<file path="config.mk">
export PLATFORM = sky130hd
export DESIGN_NAME = ternary_serial_alu
export DESIGN_NICKNAME = d
export VERILOG_FILES = /design/src/rtl/ternary_serial_alu.sv
export SDC_FILE = /design/constraint.sdc
export NUM_CORES = 1
export LEC_CHECK = 0
export ABC_AREA = 0
export BUFFER_PORTS_ARGS = -buffer_cell sky130_fd_sc_hd__clkbuf_2
export CAP_MARGIN = 20
export CORE_MARGIN = 2
export CORE_UTILIZATION = 59
export DETAILED_ROUTE_END_ITERATION = 8
export PLACE_DENSITY = 0.83
export RECOVER_POWER = 100
export SYNTH_ARGS = -nofsm -noshare
export SYNTH_HDL_FRONTEND = slang
export SYNTH_SLANG_ARGS = --single-unit
</file>
<file path="constraint.sdc">
create_clock -name clk -period 4.9 [get_ports clk]
set_input_delay 0.98 -clock clk [delete_from_list [all_inputs] [get_ports clk]]
set_output_delay 0.98 -clock clk [all_outputs]
set_load 0.01 [all_outputs]
</file>
<file path="src/rtl/ternary_serial_alu.sv">
// Trit-serial MIN/MAX/CONSENSUS/ANY over TRITS-trit words, LSB trit first; result accumulator can stand in for operand a.
// out_valid rises TRITS cycles after acceptance; in_ready only in IDLE, DONE holds the result until out_ready.
module ternary_serial_alu #(
  parameter int TRITS = 4,
  parameter int IDXW  = (TRITS > 1) ? $clog2(TRITS) : 1
) (
  input  logic               clk,
  input  logic               rst,
  input  logic               in_valid,
  output logic               in_ready,
  input  logic [2*TRITS-1:0] in_a,
  input  logic [2*TRITS-1:0] in_b,
  input  logic [1:0]         in_op,
  input  logic               in_acc,
  output logic               out_valid,
  input  logic               out_ready,
  output logic [2*TRITS-1:0] out_data,
  output logic               out_err
);

  localparam int         W      = 2 * TRITS;
  localparam logic [1:0] T_ZERO = 2'b01;

  typedef enum logic [1:0] {IDLE, RUN, DONE} state_t;

  typedef struct packed {
    logic [W-1:0] a;
    logic [W-1:0] b;
    logic [1:0]   op;
  } opnd_t;

  state_t          state_q, state_d;
  opnd_t           opnd_q;
  logic [IDXW-1:0] idx_q;
  logic [W-1:0]    res_q, res_d, acc_q;
  logic            err_q;

  logic [1:0] raw_a, raw_b, da, db, tr;
  logic       bad, last, accept, release_w;

  // Illegal code 11 is folded to '0' before the trit function sees it.
  function automatic logic [1:0] legal(input logic [1:0] t);
    return (t == 2'b11) ? T_ZERO : t;
  endfunction

  assign in_ready  = (state_q == IDLE);
  assign out_valid = (state_q == DONE);
  assign out_data  = res_q;
  assign out_err   = err_q;
  assign accept    = in_valid & in_ready;
  assign release_w = out_valid & out_ready;
  assign last      = (idx_q == IDXW'(TRITS - 1));

  always_comb begin
    raw_a = T_ZERO;
    raw_b = T_ZERO;
    for (int i = 0; i < TRITS; i++) begin
      if (idx_q == IDXW'(i)) begin
        raw_a = opnd_q.a[2*i +: 2];
        raw_b = opnd_q.b[2*i +: 2];
      end
    end
    bad = (raw_a == 2'b11) | (raw_b == 2'b11);
    da  = legal(raw_a);
    db  = legal(raw_b);
    // Codes are ordered '-'<'0'<'+', so plain unsigned compares give MIN/MAX.
    case (opnd_q.op)
      2'b00:   tr = (da < db) ? da : db;
      2'b01:   tr = (da > db) ? da : db;
      2'b10:   tr = (da == db) ? da : T_ZERO;
      default: tr = (da == db) ? da : (da == T_ZERO) ? db : (db == T_ZERO) ? da : T_ZERO;
    endcase
    res_d = res_q;
    for (int i = 0; i < TRITS; i++) begin
      if (idx_q == IDXW'(i)) res_d[2*i +: 2] = tr;
    end
  end

  always_comb begin
    state_d = state_q;
    case (state_q)
      IDLE:    if (accept) state_d = RUN;
      RUN:     if (last) state_d = DONE;
      DONE:    if (release_w) state_d = IDLE;
      default: state_d = IDLE;
    endcase
  end

  always_ff @(posedge clk) begin
    if (rst) state_q <= IDLE;
    else     state_q <= state_d;
  end

  always_ff @(posedge clk) begin
    if (rst) begin
      opnd_q.a  <= {TRITS{T_ZERO}};
      opnd_q.b  <= {TRITS{T_ZERO}};
      opnd_q.op <= 2'b00;
      idx_q     <= '0;
      res_q     <= {TRITS{T_ZERO}};
      acc_q     <= {TRITS{T_ZERO}};
      err_q     <= 1'b0;
    end else begin
      if (accept) begin
        opnd_q.a  <= in_acc ? acc_q : in_a;
        opnd_q.b  <= in_b;
        opnd_q.op <= in_op;
        idx_q     <= '0;
        err_q     <= 1'b0;
      end
      if (state_q == RUN) begin
        res_q <= res_d;
        err_q <= err_q | bad;
        idx_q <= last ? '0 : idx_q + 1'b1;
      end
      if (release_w) acc_q <= res_q;
    end
  end

endmodule
</file>
==> summary.md <==
### Min path
- reg -> reg — Hold Crit Class
- opnd_q[9] — hold path startpoint
- 2 — number of stages on the worst hold path

### Drt
- 1697 — vias
- 5.64 — Via density
- 4.20 mm — DRT Wirelength
- 4 — iteration count of the initial detailed-routing pass
- 94 — iteration-0 DRC count of the detailed router
- 0 — Routed Antenna Nets
- 13.9 um — Routed wire per std cell
- 0 — drt drc

### STA
- 0 ns — total negative slack
- 0.885 ns — Least-Margin Pin Slew
- 0 — final hold viol count
- 0.00981 ns — Max Clock Skew
- 3.23 ns — time the worst path needs with I/O delays and setup
- 0 — Final Max Tran Viols
- 0 — count of endpoints failing setup in the final report
- 41.0% — normalized max-slew margin
- 310 MHz — Max Fclk
- 65.9% — period utilisation layout
- false — setup repair after global routing missed its margin

### Floorplan
- 62.2 um — Die Span X
- 60.8% — initial standard-cell utilization of the core
- 3280 sq um — core area
- 21 — number of standard-cell rows in the floorplan
- 34 — number of placed I/O pins
- 3870 sq um — full die area
- 62.2 um — die outline height

### Power and ir drop
- 0.000185 W — switching power total
- 295 nW/um^2 — areal power density over the cells
- 26.4% — part of the power in the clock network
- 0.000452 W — Internal Dissipation
- 183 uV — Max VDD drop
- 0.837 nW — Leak
- 54.0% — share of total power in sequential cells
- 29.1% — share of total power consumed by net switching
- 19.6% — Comb pwr share

### Clock network
- 2 — CTS Buffer Depth
- 0 — cts-stage hold buffer count
- 0 — post-CTS setup buffers
- 5 — Inserted Clock Buffers
- sky130_fd_sc_hd__clkbuf_4 — CTS root buf
- 0.11 ns — Reg clk slew, reported paths
- 0 — # resized after CTS
- 0.35 ns — worst-skew pair later-pin latency
- 39 — number of sinks on the clock net
- yes — TritonCTS clock tree
- 2 — maximum level of the CTS H-tree

### Final layout
- 781 sq um — register area
- 8.08% — area growth from synthesis to layout
- 301 — Layout Cells excl Fill
- 14.1% — ratio of cells with drive above 1 in the final layout
- 65.8% — final cell utilization of the core
- 0 — Diodes inserted
- 284 — layout net count
- 288 — FILL cells
- 1090 sq um — Multi-input gate area

### Critical path
- idx_q[0] — startpoint of the lowest-slack register-to-register path
- flop — kind of end point of the critical path
- flop — sort of element at the start of the critical path
- 13 — critical path peak fanout
- 3.47 ns — crit path DAT
- 11 — worst reg2reg path depth
- 1.67 ns — reg2reg setup slack
- idx_q[0] — CP Launch Point
- 5.14 ns — data required time of the worst path
- reg -> reg — category of the critical setup timing path

### Logic synthesis
- 39.1% — share of Yosys cell area claimed by the top area cell type
- 2000 sq um — post-synthesis cell area
- 0 — count of flip-flops with a built-in enable after synthesis
- 0% — ys async rst share
- 8.65 sq um — Avg Synthesized Cell Area
- 39.1% — share of synthesized area occupied by flip-flops and latches
- 231 — synthesized netlist cell count
- sky130_fd_sc_hd__nand2_1 (41), sky130_fd_sc_hd__dfxtp_1 (39), sky130_fd_sc_hd__a21oi_1 (21) — most instantiated cells after synthesis
- 0 — Synthesis Warnings
- 39 — number of storage elements in the synthesis netlist
- sky130_fd_sc_hd__dfxtp_1 — library cell with the largest summed area after synthesis
- 260 — syn_nets
- sky130_fd_sc_hd__nand2_1 — most common cell in the synthesized netlist
- 42 — number of distinct library cells after synthesis
- sky130_fd_sc_hd__dfxtp_1 — predominant post-synthesis flop cell
- sky130_fd_sc_hd__dfxtp_1 (39%), sky130_fd_sc_hd__nand2_1 (7.7%), sky130_fd_sc_hd__nand3b_1 (5.6%) — main area contributors after synthesis

### Global routing
- 3.99% — fraction of met3 tracks used by global routing
- 6.95 mm — wire length of the first global-routing pass
- 0 — global-route congestion overflow total
- 41 — maximum number of pins on one net before global-route repair
- 0 — antenna violations before repair
- 37.8% — met2 track utilization from global routing
- 22.6% — Total Routing Usage GR
- met2 — routing layer with the top usage in global route
- 28.6% — Global Route met1 Usage
- 1539 — number of global-route vias before repair

### Placement
- 3.04 mm — half-perimeter wire length of the detailed placement result
- 33 — I/O Buffers
- 0.859 — placer's final routability congestion estimate
- 294 — placed insts

### Run
- 0 — max_cap viols

### Outcome
- completed — outcome

cells in the final DEF, fill, tap and decap left out, drive strengths merged, types with 6 or more instances in the layout:
cell	count
a211oi	6
a21oi	22
clkbuf	39
dfxtp	39
ha	6
inv	6
mux2i	8
nand2	41
nand2b	6
nand3	9
nand3b	16
nor2	17
cells by family (layout without fill, tap and decap cells):
family                   after synthesis  count (layout)  synth area share (%)
buffers and inverters                 22              46                  4.95
adder cells (fa/ha/maj)                6               6                  3.76
AO/OA/AOI/OAI                         51              51                  20.2
flip-flops                            39              39                  39.1
AND/OR/NAND/NOR                      103             103                  27.2
multiplexers                           8               8                  4.01
XOR/XNOR                               2               2                 0.877
final cells by class:
class                      instances  share of cell area [%]
tap                               46                    2.67
clock buffer                       6                    2.38
timing repair buffer              33                    6.95
inverter                           6                    1.04
clock inverter                     1                   0.232
multi-input combinational        170                    50.6
sequential                        39                    36.2
final timing paths:
kind / endpoint
worst max-delay path: out_data[4]
worst min register to register: opnd_q[9]
worst max register to register: out_data[4]
worst min-delay path: opnd_q[9]
per-stage QoR:
step / hold slack, ns / cell area, sq um / total power [W] / setup WS [ns]
after global routing: 0.494 / 2160 / 0.000669 / 1.31
after CTS: 0.466 / 2200 / 0.000648 / 1.86
after global placement: 0.441 / 2140 / 0.000481 / 2.00
final: 0.466 / 2160 / 0.000637 / 1.67
after detailed placement: 0.450 / 2140 / 0.000485 / 1.89
after floorplan: 0.435 / 2000 / 0.000457 / 2.19
power groups by stage:
stage               Sequential (W)  Clock [W]  Combinational (W)
global placement          0.000351          0           0.000131
detailed placement        0.000351          0           0.000134
floorplan                 0.000347          0           0.000110
global route              0.000346   0.000183           0.000140
finish                    0.000344   0.000168           0.000125
CTS                       0.000344   0.000169           0.000135
flip-flops by register name, summed over array words and instances, names as in the netlist:
signal	cells
opnd_q	18
out_err	1
state_q	2
out_data	8
acc_q	8
idx_q	2
critical path: stages (launching register included):
cell	delay, ns
sky130_fd_sc_hd__dfxtp_1	0.42
sky130_fd_sc_hd__ha_1	0.48
sky130_fd_sc_hd__or2_0	0.27
sky130_fd_sc_hd__o311a_1	0.47
sky130_fd_sc_hd__nand2_1	0.11
sky130_fd_sc_hd__ha_1	0.34
sky130_fd_sc_hd__nor2_1	0.22
sky130_fd_sc_hd__nor2_1	0.07
sky130_fd_sc_hd__nor3_1	0.18
sky130_fd_sc_hd__o22ai_2	0.10
sky130_fd_sc_hd__a31oi_1	0.34
sky130_fd_sc_hd__o31ai_1	0.13
per-layer routing:
layer,up-vias,share of wire [%],routed length [um]
met2,33,48,2030
met1,804,46,1930
met3,9,3.7,154
met4,0,2.0,82
li1,851,-,-
met5,-,0,0
(Power assumes the default switching activity.)
